**src/rtl/apb_ram_slave_if.sv**
```systemverilog
// APB bus bundle for apb_ram_slave. The pstrb signal exists only when
// APB_PSTRB_EN is defined.
interface apb_ram_slave_if #(
  parameter int DATA_WIDTH = 32,
  parameter int ADDR_WIDTH = 8
);
  logic                    psel;
  logic                    penable;
  logic                    pwrite;
  logic [ADDR_WIDTH-1:0]   paddr;
  logic [DATA_WIDTH-1:0]   pwdata;
`ifdef APB_PSTRB_EN
  logic [DATA_WIDTH/8-1:0] pstrb;
`endif
  logic [DATA_WIDTH-1:0]   prdata;
  logic                    pready;
  logic                    pslverr;

  modport master (
`ifdef APB_PSTRB_EN
    output pstrb,
`endif
    output psel, penable, pwrite, paddr, pwdata,
    input  prdata, pready, pslverr
  );

  modport slave (
`ifdef APB_PSTRB_EN
    input  pstrb,
`endif
    input  psel, penable, pwrite, paddr, pwdata,
    output prdata, pready, pslverr
  );
endinterface

```
**src/rtl/apb_ram_slave.sv**
```systemverilog
// APB word-addressed RAM slave with programmable wait states and error response
// for out-of-range words. Define APB_PSTRB_EN to enable byte-lane write strobes.
module apb_ram_slave #(
  parameter int DATA_WIDTH  = 32,
  parameter int ADDR_WIDTH  = 8,
  parameter int DEPTH       = 16,
  parameter int WAIT_CYCLES = 0
) (
  input logic            pclk,
  input logic            presetn,
  apb_ram_slave_if.slave bus
);

  localparam int                  IDX_W     = (DEPTH > 1) ? $clog2(DEPTH) : 1;
  localparam logic [3:0]          WAIT_INIT = 4'(WAIT_CYCLES);
  localparam logic [ADDR_WIDTH:0] DEPTH_W   = (ADDR_WIDTH+1)'(DEPTH);
`ifdef APB_PSTRB_EN
  localparam int                  NB        = DATA_WIDTH / 8;
`endif

  typedef enum logic [1:0] {
    ST_IDLE  = 2'd0,
    ST_WAIT  = 2'd1,
    ST_READY = 2'd2
  } state_e;

  state_e                  state_q, state_d;
  logic [3:0]              cnt_q, cnt_d;
  logic [IDX_W-1:0]        idx_q;
  logic                    oor_q;
  logic                    wr_q;
  logic [DATA_WIDTH-1:0]   wdata_q;
`ifdef APB_PSTRB_EN
  logic [NB-1:0]           strb_q;
`endif
  logic [DATA_WIDTH-1:0]   prdata_q, prdata_d;
  logic [DATA_WIDTH-1:0]   rd_word;
  logic                    accept;
  logic                    wr_en;
  logic                    addr_oor;

  logic [DATA_WIDTH-1:0]   mem [DEPTH];

  assign accept   = (state_q == ST_IDLE) && bus.psel && !bus.penable;
  assign addr_oor = ({1'b0, bus.paddr} >= DEPTH_W);
  assign rd_word  = mem[idx_q];
  assign wr_en    = (state_q == ST_READY) && bus.psel && bus.penable && wr_q && !oor_q;

  // NOTE: state and counter use non-blocking assignments so every flop samples
  // pre-edge values; blocking here would create order-dependent simulation.
  always_ff @(posedge pclk or negedge presetn) begin
    if (!presetn) begin
      state_q <= ST_IDLE;
      cnt_q   <= 4'd0;
    end else begin
      state_q <= state_d;
      cnt_q   <= cnt_d;
    end
  end

  // NOTE: both outputs get defaults before the case so no path leaves them
  // unassigned, which would otherwise infer latches.
  always_comb begin
    state_d = state_q;
    cnt_d   = cnt_q;
    unique case (state_q)
      ST_IDLE: begin
        if (accept) begin
          cnt_d   = WAIT_INIT;
          state_d = (WAIT_CYCLES == 0) ? ST_READY : ST_WAIT;
        end
      end
      ST_WAIT: begin
        if (!bus.psel) begin
          state_d = ST_IDLE;
          cnt_d   = 4'd0;
        end else if (bus.penable) begin
          cnt_d = cnt_q - 4'd1;
          if (cnt_q == 4'd1) state_d = ST_READY;
        end
      end
      ST_READY: state_d = ST_IDLE;
      default:  state_d = ST_IDLE;
    endcase
  end

  // Completion-cycle outputs; reads show live memory, otherwise prdata holds.
  always_comb begin
    bus.pready  = 1'b0;
    bus.pslverr = 1'b0;
    prdata_d    = prdata_q;
    if (state_q == ST_READY) begin
      bus.pready  = 1'b1;
      bus.pslverr = oor_q;
      if (!wr_q) prdata_d = oor_q ? '0 : rd_word;
    end
    bus.prdata = prdata_d;
  end

  always_ff @(posedge pclk or negedge presetn) begin
    if (!presetn) prdata_q <= '0;
    else          prdata_q <= prdata_d;
  end

  // Transfer attributes are latched in the setup cycle and held to completion.
  always_ff @(posedge pclk or negedge presetn) begin
    if (!presetn) begin
      idx_q   <= '0;
      oor_q   <= 1'b0;
      wr_q    <= 1'b0;
      wdata_q <= '0;
`ifdef APB_PSTRB_EN
      strb_q  <= '0;
`endif
    end else if (accept) begin
      idx_q   <= bus.paddr[IDX_W-1:0];
      oor_q   <= addr_oor;
      wr_q    <= bus.pwrite;
      wdata_q <= bus.pwdata;
`ifdef APB_PSTRB_EN
      strb_q  <= bus.pstrb;
`endif
    end
  end

  // NOTE: the storage array has no reset branch; contents survive presetn and
  // an unwritten word reads as whatever the RAM powers up with.
  always_ff @(posedge pclk) begin
    if (wr_en) begin
`ifdef APB_PSTRB_EN
      for (int i = 0; i < NB; i++) begin
        if (strb_q[i]) mem[idx_q][8*i +: 8] <= wdata_q[8*i +: 8];
      end
`else
      mem[idx_q] <= wdata_q;
`endif
    end
  end

endmodule

```
**src/flat_wrapper.sv**
```systemverilog
// flat-port wrapper written by rule: the top's interface ports become plain ports
module apb_ram_slave_flat 
#(
  parameter int DATA_WIDTH  = 32,
  parameter int ADDR_WIDTH  = 8,
  parameter int DEPTH       = 16,
  parameter int WAIT_CYCLES = 0
)
  (pclk, presetn, bus_psel, bus_penable, bus_pwrite, bus_paddr, bus_pwdata, bus_prdata, bus_pready, bus_pslverr);
  apb_ram_slave_if #(.DATA_WIDTH(DATA_WIDTH), .ADDR_WIDTH(ADDR_WIDTH)) bus_i ();
  input logic pclk;
  input logic presetn;
  input wire logic [$bits(bus_i.psel)-1:0] bus_psel;
  input wire logic [$bits(bus_i.penable)-1:0] bus_penable;
  input wire logic [$bits(bus_i.pwrite)-1:0] bus_pwrite;
  input wire logic [$bits(bus_i.paddr)-1:0] bus_paddr;
  input wire logic [$bits(bus_i.pwdata)-1:0] bus_pwdata;
  output wire logic [$bits(bus_i.prdata)-1:0] bus_prdata;
  output wire logic [$bits(bus_i.pready)-1:0] bus_pready;
  output wire logic [$bits(bus_i.pslverr)-1:0] bus_pslverr;
  assign bus_i.psel = bus_psel;
  assign bus_i.penable = bus_penable;
  assign bus_i.pwrite = bus_pwrite;
  assign bus_i.paddr = bus_paddr;
  assign bus_i.pwdata = bus_pwdata;
  assign bus_prdata = bus_i.prdata;
  assign bus_pready = bus_i.pready;
  assign bus_pslverr = bus_i.pslverr;
  apb_ram_slave #(.DATA_WIDTH(DATA_WIDTH), .ADDR_WIDTH(ADDR_WIDTH), .DEPTH(DEPTH), .WAIT_CYCLES(WAIT_CYCLES)) u_core (.pclk(pclk), .presetn(presetn), .bus(bus_i));
endmodule
```
**config.mk**
```make
export PLATFORM = sky130hd
export DESIGN_NAME = apb_ram_slave_flat
export DESIGN_NICKNAME = d
export VERILOG_FILES = /design/src/rtl/apb_ram_slave_if.sv /design/src/rtl/apb_ram_slave.sv /design/src/flat_wrapper.sv
export SDC_FILE = /design/constraint.sdc
export NUM_CORES = 1
export LEC_CHECK = 0
export ABC_AREA = 1
export BUFFER_PORTS_ARGS = -buffer_cell sky130_fd_sc_hd__buf_2
export CAP_MARGIN = 30
export CORE_AREA = 8 8 254 256
export DETAILED_ROUTE_END_ITERATION = 12
export DIE_AREA = 0 0 262 264
export PLACE_DENSITY = 0.64
export SYNTH_ARGS = -nofsm -noshare
export SYNTH_HDL_FRONTEND = slang
export SYNTH_SLANG_ARGS = --single-unit
```
**constraint.sdc**
```tcl
create_clock -name pclk -period 3.8 [get_ports pclk]
set_clock_uncertainty 0.2 [all_clocks]
set_input_delay 0 -clock pclk [delete_from_list [all_inputs] [get_ports pclk]]
set_output_delay 0 -clock pclk [all_outputs]
set_load 0.01 [all_outputs]
```
## Yosys cells after proc, flatten, opt, wreduce, memory -nomap -nowiden

Memories as Yosys holds them, arrays and structs flattened.
Index checks and enable logic that the tools add are counted.

| storage, ports and cells | value |
|---|---|
| bits in writable memories | 512 |
| output and inout port bits | 34 |
| word-level logic and storage cells | 44 |
| register bits after elaboration | 76 |
| memories | 1 |

Memories:

| memory | depth | bits a word | rd ports | clocked after Yosys merged registers in | write ports | line | text |
|---|---|---|---|---|---|---|---|
| u_core.mem | 16 | 32 | 1 | 0 | 1 | apb_ram_slave.sv:42 | `logic [DATA_WIDTH-1:0] mem [DEPTH];` |

| cells by class | value |
|---|---|
| magnitude comparators | 1 |
| $add $sub $neg | 1 |
| equal/unequal tests | 6 |
| muxes and demuxes | 16 |
| reduce and logical (&&, ||, !) cells | 12 |

Operator list:

| operator | count |
|---|---|
| two-way mux 32 bit | 3 |
| two-way mux 4 bit | 3 |
| greater-or-equal comparator 8 x 5 -> 1 bit, second input constant | 1 |
| two-way mux 2 bit | 4 |
| case mux 4 bit (2 select lines) | 1 |
| logical AND 1 bit | 6 |
| AND reduction 3 bit | 2 |
| equality test 4 x 1 -> 1 bit, second input constant | 1 |
| two-way mux 1 bit | 4 |
| case mux 2 bit (2 select lines) | 1 |
| subtractor 4 x 1 -> 4 bit, second input constant | 1 |
| inequality test 3 x 2 -> 1 bit, second input constant | 1 |
| inequality test 3 bit, second input constant | 1 |
| equality test 2 x 1 -> 1 bit, second input constant | 1 |
| equality test 2 bit, second input constant | 1 |
| zero test 1 bit | 2 |
| zero test 2 bit | 1 |
| inequality test 2 x 1 -> 1 bit, second input constant | 1 |
| nonzero test 2 bit | 1 |

## Longest topological paths before layout

Gate-level depths: netlist of the first run.

| logic depth | value |
|---|---|
| word-level depth | 7 |
| mapped depth | 12 |
| depth with buffers taken out | 9 |

## Worst setup path after synthesis of the first run

Ideal clock, no wire load.

| path | value |
|---|---|
| path type | reg2reg |
| start | register u_core.idx_q[3] |
| end | memory u_core.mem[0][0], enable pin |
| setup slack | 0.748 ns |
| library setup time | 0.421 ns |
| cell stages (with the launch flop) | 5 |
| data arrival time | 2.431 ns |
| period minus slack after synthesis | 3.052 ns |
| path buffers | 1 |
| required time | 3.179 ns |
| path through | dfrtp_1 -> nor2_1 -> clkbuf_1 -> inv_1 -> nor2_1 |

RTL lines:

| element | line | text |
|---|---|---|
| start, declared | apb_ram_slave.sv:29 | `logic [IDX_W-1:0] idx_q;` |
| start signal, assigned | apb_ram_slave.sv:116 | `idx_q <= bus.paddr[IDX_W-1:0];` |
| end, declared | apb_ram_slave.sv:42 |  |

Straight into the memory's write port.

## Final worst setup path of the first run

| path | value |
|---|---|
| start | register u_core.state_q[1] |
| end | register u_core.oor_q |

| between the ends | value |
|---|---|
| cells in the longest elaborated chain, start to end | 3 |

Ends and longest elaborated chain:

| element | line | text |
|---|---|---|
| start, declared | apb_ram_slave.sv:27 | `state_e state_q, state_d;` |
| start signal, assigned | apb_ram_slave.sv:56 | `state_q <= state_d;` |
| zero test 2 bit | apb_ram_slave.sv:44 | `assign accept = (state_q == ST_IDLE) && bus.psel && !bus.penable;` |
| logical AND 1 bit (2 in series) | apb_ram_slave.sv:44 |  |
| end signal, assigned | apb_ram_slave.sv:117 | `oor_q <= addr_oor;` |
| end, declared | apb_ram_slave.sv:30 | `logic oor_q;` |

Every way passes these cells.
A chain may end at the register's enable or synchronous reset.

==> flow_metrics.tcl, run 1 <==
set metrics [dict create \
    setup_viol 0 \
    cp_data_arrival_time_ns 3.90 \
    drv_cap 0 \
    io-pin-count 79 \
    slowest_delay_ns 0.69 \
    die_area_um2 69200 \
    overflow 0 \
    core-area_um2 60800 \
    endpoint_kind "flop" \
    seqPwrFrac 0.518 \
    ff2ff_setup_slack_ns 0.23 \
    crit_chain "inv_2 > nand3_2 > dlygate4sd3_1 > inv_2 > o41ai_1 > dlygate4sd3_1 > o21ai_0 > dlygate4sd3_1" \
    grt_pass1_vias 16200 \
    synth_cell_types 19 \
    holdCritPathClass "input pin to flop" \
    insertion_delay_ns 0.62 \
    worst_slack_ns 0.233 \
    r2r_end "u_core.oor_q$_DFFE_PN0P_" \
    startpoint "u_core.state_q[1]$_DFFE_PN0P_" \
    rsz0062_at_grt "no" \
    drtAntennaViolNets 0 \
    cts_resized 0 \
    seq_area_um2 17200 \
    crit_path_end "u_core.oor_q$_DFFE_PN0P_" \
    grt_util_all_layers 0.168 \
    nets 2535 \
    firstDrtPassIters 5 \
    gp_congestion 0.753 \
    worstMarginPinSlew_ns 0.947 \
    clock_power_share 0.354 \
    hpwl_um 30700 \
    row_count 91 \
    cts_root_buffer "clkbuf_16" \
    status "finished clean" \
    viasPerCell 4.84 \
    drt-total-wl_um 58400 \
    cts_max_level 2 \
    io_buffers 78 \
    dp_slack_ns 0.787 \
    drtIter0Drc 1097 \
    path_max_fanout 35 \
    synth_warnings 0 \
    worstPathRequired_ns 4.13 \
    antenna_found_initial 2 \
    cts_tree "yes" \
    start_util 0.392 \
    path_common_cell "dlygate4sd3_1" \
    dieHeight_um 264 \
    syn_area_um2 23800 \
    syn_nets 2332 \
    grt_pass1_wl_um 91000 \
    leakagePower_nw 12.1 \
    reg2regPathDepth 8 \
    fmaxAchievable_mhz 280 \
    die_w_um 262 \
    drive_above_1_share 0.0855 \
    multi_input_area_um2 6140 \
    fin_crit_ns 3.57 \
    drc 0 \
    grt_max_degree 127 \
    synth.avg_cell_area_um2 10.4 \
    slowest_stage "inv_2" \
    startpoint_type "flop" \
    vias 16100 \
    period_share 0.939 \
    pwr-share-comb 0.128 \
    slew_violations 0 \
    ys_ff_latch 583 \
    routedWlPerCell_um 17.5 \
    crit_type "flop to flop" \
    timing.rr.start "u_core.state_q[1]$_DFFE_PN0P_" \
    power.internal_mw 10.8 \
    synthCells 2287 \
    cts.sinks 583 \
    powerDensity_nw_per_um2 523 \
    synth.top_cell.area_share 0.645 \
    clk_path_buf_depth 3 \
    finalHoldViolations 0 \
    synthTopCellsByArea "edfxtp_1 (65%), nand2_1 (24%), dfrtp_1 (7.5%), buf_2 (1.1%), o21ai_1 (0.67%)" \
    switching_share 0.267 \
    yosysSeqAreaShare 0.720 \
    switchingPower_mw 3.95 \
    irDropWorstVdd_mv 0.294 \
    synth_top_area_cell "edfxtp_1" \
    clk_pin_slew_ns 0.06 \
    synthToLayoutAreaGrowth_pct 18.7 \
    fillerInstances 5510 \
    finalSetupTns_ns 0 \
    cts_inserted_buffers 57 \
    slew_headroom 0.368 \
]
-- synthesized netlist by cell type --
master and instances:
clkbuf_1 28, nor3_1 1, or2_1 1, o21ai_1 32, buf_6 13, o21ai_0 4
inv_1 8, clkinv_1 1, inv_2 2, o41ai_1 1, buf_2 53, edfxtp_1 512
dfrtp_1 71, nor2_1 19, buf_1 5, inv_4 1, buf_4 13, nand3_1 6
nand2_1 1516
-- kinds of logic (layout without fill, tap and decap cells) --
kind of cell | after synthesis | count (layout) | synth area share
and+or+nand+nor | 1543 | 1543 | 0.244
AOI/OAI and AO/OA | 37 | 37 | 0.00793
DFF | 583 | 583 | 0.720
other | 0 | 2 | 0
buffers and inverters | 124 | 375 | 0.0286
-- metal layers --
metal	share of wire	up-vias	global-route usage
li1	-	7786	-
met1	0.43	7763	0.216
met2	0.49	476	0.288
met3	0.055	95	0.0274
met4	0.026	4	0.0553
met5	0.0012	-	0
-- sequential cells by signal (all words and copies together), names as in the netlist --
signal           cells
u_core.idx_q         4
u_core.mem         512
u_core.state_q       1
u_core.prdata_q     32
u_core.oor_q         1
u_core.wr_q          1
u_core.wdata_q      32
-- layout make-up --
| cell class | instances | share of cell area |
|---|---|---|
| clock buffer | 81 | 0.0559 |
| multi-input combinational | 1580 | 0.217 |
| clock inverter | 26 | 0.00469 |
| antenna | 2 | 0.000177 |
| inverter | 12 | 0.00186 |
| tap | 790 | 0.0349 |
| sequential | 583 | 0.607 |
| timing repair buffer | 256 | 0.0787 |
-- critical path, delay by kind of cell, from the launching register on --
kind	cells	cell delay (ns)
compound gates	2	0.27
buf+inv	5	2.53
flops	1	0.41
simple gates	1	0.07
-- power groups by stage --
stage	logic [mW]	clock network (mW)	registers (mW)
6_report	1.89	5.24	7.67
5_1_grt	2.14	5.55	7.70
4_1_cts	1.88	5.32	7.67
3_5_place_dp	1.72	0	7.80
3_3_place_gp	1.70	0	7.79
2_1_floorplan	1.29	0	7.59
-- stage by stage --
| step | instance area [µm²] | std cells | total power [mW] | hold slack (ns) | utilization |
|---|---|---|---|---|---|
| 2_1_floorplan | 23800 | 2287 | 8.88 | -0.496 | - |
| 3_3_place_gp | 25100 | 3080 | 9.48 | -0.142 | 0.413 |
| 3_5_place_dp | 25100 | 3081 | 9.52 | -0.127 | 0.413 |
| 4_1_cts | 28300 | 3327 | 14.9 | 0.0482 | 0.465 |
| 5_1_grt | 28300 | 3329 | 15.4 | 0.106 | 0.465 |
| 6_report | 28300 | 3330 | 14.8 | 0.0882 | 0.465 |
-- worst min-delay path by stage --
stage	slack (ns)	depth (start not counted)	end	startpoint
2_1_floorplan	-0.50	0	u_core.idx_q[0]$_DFFE_PN0P_	presetn
3_3_place_gp	-0.14	1	u_core.wdata_q[24]$_DFFE_PN0P_	presetn
3_5_place_dp	-0.13	1	u_core.wdata_q[24]$_DFFE_PN0P_	presetn
4_1_cts	0.05	5	u_core.mem[10][30]$_DFFE_PP_	bus_penable
5_1_grt	0.11	4	u_core.idx_q[0]$_DFFE_PN0P_	bus_paddr[0]
6_report	0.09	4	u_core.idx_q[0]$_DFFE_PN0P_	bus_paddr[0]
-- repair_timing --
item | 4_1_cts | 5_1_grt
setup buffers | 0 | 0
hold endpoints to repair | 110 | 0
hold buffers | 139 | 0
-- cell usage in the layout (no fill, tap or decap) --
cell and count:
nand2_1 1516, edfxtp_1 512, dlygate4sd3_1 138, buf_2 77, dfrtp_1 69, clkbuf_16 60
o21ai_1 32, buf_4 30, clkbuf_1 21, nor2_4 19, clkinv_1 14, buf_12 9
inv_1 8, clkinv_2 7, nand3_1 5, o21ai_0 4, diode_2 2, inv_6 2
inv_2 2, clkinv_4 2, buf_16 2, dfrtp_4 2, inv_4 1, or2_2 1
nor3_1 1, nand3_2 1, o41ai_1 1, inv_8 1, clkinvlp_4 1
Power figures use the tool's default switching activity.
==> run 2, diff against run 1 <==
RECOVER_POWER = 50   (was not set)
clock period = 4.46 ns   (was 3.8 ns; I/O delays follow)
==> run 2 against run 1 <==
Net effect: global-route usage is 0.27 points higher; critical path depth stayed put; sequential power is 15% lower; clock-buffer cell count is 10 higher; utilization is 0.26 points higher; largest power group unchanged; sequential share of layout area is 0.33 points lower; via count is 0.50% lower; the flow now finishes with violations (capacitance limit, slew limit); cell area is 0.55% higher; critical path type unchanged; highest routed layer is now met4; setup slack better by 0.54 ns; combinational power is 13% lower; total power is 13% lower.
==> flow_metrics.tcl, run 2 (synthesis gave the netlist of run 1 again) <==
set metrics [dict create \
    finalSetupTns_ns 0 \
    min_from "bus_penable" \
    worst-path-buf-inv 5 \
    grt_pass1_wl_um 92100 \
    io_buffers 78 \
    hpwl_um 32500 \
    violations "capacitance limit, slew limit" \
    dp_slack_ns 1.19 \
    die_w_um 262 \
    irDropWorstVdd_mv 0.297 \
    timing.rr.start "u_core.state_q[1]$_DFFE_PN0P_" \
    nets 2536 \
    period_share 0.826 \
    synthToLayoutAreaGrowth_pct 19.4 \
    slowest_delay_ns 0.75 \
    reg2regPathDepth 8 \
    powerDensity_nw_per_um2 455 \
    worstPathRequired_ns 4.82 \
    diodes 0 \
    grt_max_degree 172 \
    setup_viol 0 \
    finalHoldViolations 0 \
    postCtsSetupBuffers 0 \
    slew_headroom -0.620 \
    endpoint_kind "flop" \
    worst-path-stages 8 \
    drt-total-wl_um 58900 \
    rsz0062_at_grt "no" \
    fmaxAchievable_mhz 271 \
    row_count 91 \
    start_util 0.392 \
    hold_depth 5 \
    ff2ff_setup_slack_ns 0.78 \
    clk_path_buf_depth 3 \
    mostFrequentLayoutCells "nand2_1 (1516), edfxtp_1 (512), dlygate4sd3_1 (138), buf_2 (75), dfrtp_1 (69)" \
    cts_root_buffer "clkbuf_16" \
    viasPerCell 4.82 \
    cts_tree "yes" \
    vias 16000 \
    dieHeight_um 264 \
    path_max_fanout 26 \
    largest_reg_flops 512 \
    firstDrtPassIters 7 \
    slowest_stage "inv_1" \
    leakagePower_nw 12.1 \
    io-pin-count 79 \
    crit_type "flop to flop" \
    mostFrequentLayoutCell "nand2_1" \
    grt_pass1_vias 16300 \
    drv_cap 2 \
    clk_pin_slew_ns 0.06 \
    fin_crit_ns 3.68 \
    core-area_um2 60800 \
    drtAntennaViolNets 0 \
    r2r_end "u_core.oor_q$_DFFE_PN0P_" \
    worst_slack_ns 0.776 \
    status "finished with violations" \
    cts_max_level 2 \
    slew_violations 73 \
    cts_inserted_buffers 60 \
    cpLargestDelayFamily "buffers and inverters" \
    insertion_delay_ns 0.63 \
    startpoint "u_core.state_q[1]$_DFFE_PN0P_" \
    startpoint_type "flop" \
    cp_data_arrival_time_ns 4.04 \
    drc 0 \
    crit_chain "inv_1 > nand3_2 > dlygate4sd3_1 > inv_1 > o41ai_1 > dlygate4sd3_1 > o21ai_0 > dlygate4sd3_1" \
    reg.largest.list "u_core.mem (512), u_core.prdata_q (32), u_core.wdata_q (32)" \
    path_common_cell "dlygate4sd3_1" \
    overflow 0 \
    grt_util_all_layers 0.171 \
    gp_congestion 0.773 \
    cts.sinks 583 \
    drtIter0Drc 1254 \
    drive_above_1_share 0.0827 \
    die_area_um2 69200 \
    cts_resized 0 \
    routedWlPerCell_um 17.7 \
    antenna_found_initial 0 \
    top_register "u_core.mem" \
    worstHoldEndpoint "u_core.mem[0][29]$_DFFE_PP_" \
    worstMarginPinSlew_ns 2.43 \
    holdCritPathClass "input pin to flop" \
]
-- run 2: worst max-delay path by stage --
stage / to / slack (ns)
2_1_floorplan: u_core.mem[0][0]$_DFFE_PP_ / 1.41
3_3_place_gp: u_core.mem[12][9]$_DFFE_PP_ / 1.21
3_5_place_dp: u_core.mem[11][15]$_DFFE_PP_ / 1.19
4_1_cts: bus_prdata[10] / 0.65
5_1_grt: u_core.idx_q[0]$_DFFE_PN0P_ / 0.52
6_report: u_core.oor_q$_DFFE_PN0P_ / 0.78
-- run 2: through the flow --
step                      power [mW]  utilization  instance area (µm²)  instances  hold slack, ns
after floorplan                 7.56            -                23800       2287          -0.496
after global placement          8.10        0.412                25100       3072        -0.00666
after detailed placement        8.15        0.415                25200       3079          -0.191
after CTS                       13.0        0.468                28500       3329           0.131
after global routing            13.5        0.468                28400       3330           0.214
final                           12.9        0.468                28400       3330           0.194
-- run 2: power by group --
group | leakage (nW) | total, mW | internal (mW) | switching, mW
Clock | 0.888 | 4.77 | 2.72 | 2.05
Combinational | 5.69 | 1.65 | 0.564 | 1.09
Sequential | 5.55 | 6.52 | 6.22 | 0.301
Total | 12.1 | 12.9 | 9.50 | 3.44
-- run 2: routing by layer --
metal,GRT usage,part of all wire,up-vias
met5,0,0,-
li1,-,-,7789
met1,0.219,0.43,7730
met3,0.0296,0.059,94
met2,0.295,0.49,430
met4,0.0499,0.023,0
-- run 2: timing repair --
item,CTS,global route
endpoints found under the setup margin,0,0
hold buffers,139,0
hold endpoints to repair,110,0
-- run 2: layout make-up --
cell class / instances / area, µm²
flip-flops and latches: 583 / 17200
well taps: 790 / 988
inverters: 12 / 52.6
multi-input cells: 1580 / 6120
repair buffers: 254 / 2260
fillers: 5508 / 32400
clock inverters: 20 / 204
clock buffers: 91 / 1650
-- run 2: worst reg2reg max path, cell delays in order, from the launching register on --
cell,delay [ns]
dfrtp_1,0.40
inv_1,0.12
nand3_2,0.09
dlygate4sd3_1,0.58
inv_1,0.75
o41ai_1,0.21
dlygate4sd3_1,0.62
o21ai_0,0.08
dlygate4sd3_1,0.57
==> run 3, diff against run 2 <==
ABC_AREA = 0   (was 1)
CORE_AREA = 8 8 245 247   (was 8 8 254 256)
DIE_AREA = 0 0 253 255   (was 0 0 262 264)
PLACE_DENSITY = 0.66   (was 0.64)
clock period = 3.2 ns   (was 4.46 ns; I/O delays follow)
==> run 3 against run 2 <==
Net effect: the flow now finishes without violations; wire length decreased by 14%; clock-buffer cell count decreased by 19; via count shrank 31%; total power up 37%; first-iteration DRC count is 35% lower; clock power grew 45%; global-route usage decreased by 1.4 points; die area fell by 6.7%; cell count shrank 37%; critical path depth is 3 lower.
==> flow_metrics.tcl, run 3 <==
set metrics [dict create \
    hpwl_um 27900 \
    drt-total-wl_um 50900 \
    synthTopCellsByArea "edfxtp_1 (69%), dfrtp_1 (8.0%), mux2i_1 (7.2%), mux4_2 (6.5%), a22oi_1 (2.2%)" \
    status "finished clean" \
    row_count 87 \
    rsz0062_at_grt "no" \
    drtAntennaViolNets 0 \
    core-area_um2 56000 \
    cpLargestDelayFamily "multiplexers" \
    die_w_um 253 \
    worst-path-buf-inv 2 \
    synth_cell_types 29 \
    finalHoldViolations 0 \
    cp_data_arrival_time_ns 2.83 \
    min_from "bus_pwdata[1]" \
    fin_area_um2 26600 \
    ys_top_cells_by_count "edfxtp_1 (512), mux2i_1 (159), dfrtp_1 (71)" \
    holdCritPathClass "input pin to flop" \
    synth_top_area_cell "edfxtp_1" \
    io-pin-count 79 \
    slowest_delay_ns 0.68 \
    antenna_found_initial 1 \
    startpoint_type "flop" \
    synth_edf_count 512 \
    io_buffers 78 \
    reg2regPathDepth 4 \
    nets 1334 \
    fin_crit_ns 3.03 \
    viasPerCell 5.33 \
    grt_pass1_wl_um 75400 \
    synth.avg_cell_area_um2 20.5 \
    syn_nets 1122 \
    timing.rr.start "u_core.idx_q[0]$_DFFE_PN0P_" \
    insertion_delay_ns 0.61 \
    reg.largest.list "u_core.mem (512), u_core.prdata_q (32), u_core.wdata_q (32)" \
    die_area_um2 64500 \
    irDropWorstVdd_mv 0.420 \
    synthToLayoutAreaGrowth_pct 20.1 \
    ys_ff_latch 583 \
    cts_max_level 2 \
    period_share 0.948 \
    slew_violations 0 \
    synth.top_cell.area_share 0.695 \
    worstMarginPinSlew_ns 1.30 \
    p_total_mw 17.8 \
    fmaxAchievable_mhz 330 \
    top_register "u_core.mem" \
    cts_tree "yes" \
    clk_pin_slew_ns 0.06 \
    grt_max_degree 65 \
    drive_above_1_share 0.257 \
    synthCells 1077 \
    grt_pass1_vias 11700 \
    mostFrequentLayoutCells "edfxtp_1 (512), mux2i_1 (159), dlygate4sd3_1 (79), buf_2 (75), dfrtp_1 (68)" \
    dp_slack_ns 0.563 \
    dieHeight_um 255 \
    gp_congestion 0.735 \
    ff2ff_setup_slack_ns 0.17 \
    firstDrtPassIters 5 \
    worst_slack_ns 0.168 \
    syn_area_um2 22100 \
    fillerInstances 4657 \
    powerDensity_nw_per_um2 669 \
    clk_path_buf_depth 3 \
    cts_inserted_buffers 56 \
    vias 11100 \
    leakagePower_nw 9.21 \
    async_flop_share 0.122 \
    crit_type "flop to output pin" \
    r2r_end "u_core.mem[8][2]$_DFFE_PP_" \
    yosysMostFrequentCell "edfxtp_1" \
    synthFlopType "edfxtp_1" \
    drtIter0Drc 817 \
    synth_warnings 0 \
    drv_cap 0 \
    path_max_fanout 43 \
    slowest_stage "dfrtp_4" \
    diodes 0 \
    cts.sinks 583 \
    drc 0 \
    hold_depth 3 \
    cts_root_buffer "clkbuf_16" \
    crit_chain "buf_12 > mux4_2 > mux2i_1 > o21ai_0 > buf_2" \
    setup_viol 0 \
    endpoint_kind "output pin" \
    worstHoldEndpoint "u_core.wdata_q[1]$_DFFE_PN0P_" \
    overflow 0 \
    grt_util_all_layers 0.157 \
    place_area_um2 23800 \
    mostFrequentLayoutCell "edfxtp_1" \
    start_util 0.395 \
    routedWlPerCell_um 24.3 \
    slew_headroom 0.134 \
    worstPathRequired_ns 3.00 \
    largest_reg_flops 512 \
    yosysSeqAreaShare 0.775 \
]
[run 3: cell count changes in the layout (fill, tap and decap cells not counted), sizes merged, moves of 5 or more]
cell         change
inv             -11
buf             +22
dlygate4sd3     -59
nand2         -1511
mux2i          +159
o21ai            -5
bufinv           +8
nand3            -5
a22oi           +64
clkbuf          -17
a32oi           +31
mux4            +64
mux2            +38
[run 3: logic make-up (layout without fill, tap and decap cells)]
logic type      count (synthesis)  in the layout  synth area share
mux                           261            261             0.156
compound gates                128            128            0.0416
simple gates                   40             40           0.00899
flops                         583            583             0.775
buf+inv                        65            324            0.0179
[run 3: area by class of cell]
class	instances	area (µm²)	share of cell area
multi-input combinational	429	4740	0.179
clock buffer	72	1500	0.0566
tap	756	946	0.0356
timing repair buffer	219	1770	0.0666
clock inverter	33	445	0.0168
sequential	583	17200	0.646
[run 3: worst max-delay path by stage]
stage / cells after the start / to / slack [ns] / from
2_1_floorplan: 5 / u_core.mem[4][0]$_DFFE_PP_ / -0.13 / u_core.idx_q[0]$_DFFE_PN0P_
3_3_place_gp: 5 / bus_prdata[2] / 0.55 / u_core.idx_q[0]$_DFFE_PN0P_
3_5_place_dp: 5 / bus_prdata[2] / 0.56 / u_core.idx_q[0]$_DFFE_PN0P_
4_1_cts: 6 / bus_prdata[24] / 0.05 / u_core.idx_q[1]$_DFFE_PN0P_
5_1_grt: 5 / bus_prdata[22] / 0.02 / u_core.idx_q[0]$_DFFE_PN0P_
6_report: 5 / bus_prdata[3] / 0.17 / u_core.idx_q[0]$_DFFE_PN0P_
[run 3: worst reg2reg max path: cells and delay by family (launching register included)]
| kind | cells | cell delay, ns |
|---|---|---|
| buffers and inverters | 2 | 0.56 |
| AND/OR/NAND/NOR | 2 | 1.29 |
| flip-flops | 1 | 0.64 |
[run 3: through the flow]
| stage | hold slack (ns) | util | TNS, ns | instances |
|---|---|---|---|---|
| final | 0.00980 | 0.475 | 0 | 2092 |
| after global routing | 0.0190 | 0.475 | 0 | 2092 |
| after global placement | -0.137 | 0.425 | 0 | 1901 |
| after CTS | 0.00211 | 0.475 | 0 | 2089 |
| after detailed placement | -0.122 | 0.425 | 0 | 1901 |
| after floorplan | -0.496 | - | -8.44 | 1077 |
[run 3: report_power, final]
group          leakage (nW)  total, mW  internal [mW]  switching [mW]
logic                  2.76       1.74          0.849           0.894
clock network         0.947       6.94           4.20            2.74
registers              5.50       9.09           8.68           0.410
total                  9.21       17.8           13.7            4.04
[run 3: what timing repair did]
| action | in CTS | in global routing |
|---|---|---|
| pin swaps | 0 | 1 |
| gates resized for setup | 0 | 2 |
| hold buffers | 80 | 0 |
| endpoints found under the hold margin | 116 | 0 |
| gates cloned | 0 | 0 |
| setup buffers | 3 | 3 |
| endpoints found under the setup margin | 13 | 4 |
[run 3: metal layers]
layer	global-route usage	vias to the layer above	routed length (µm)
met5	0	-	0
met3	0.0317	63	3570
met4	0.0426	0	993
met1	0.213	5833	21900
li1	-	4864	-
met2	0.259	388	24500
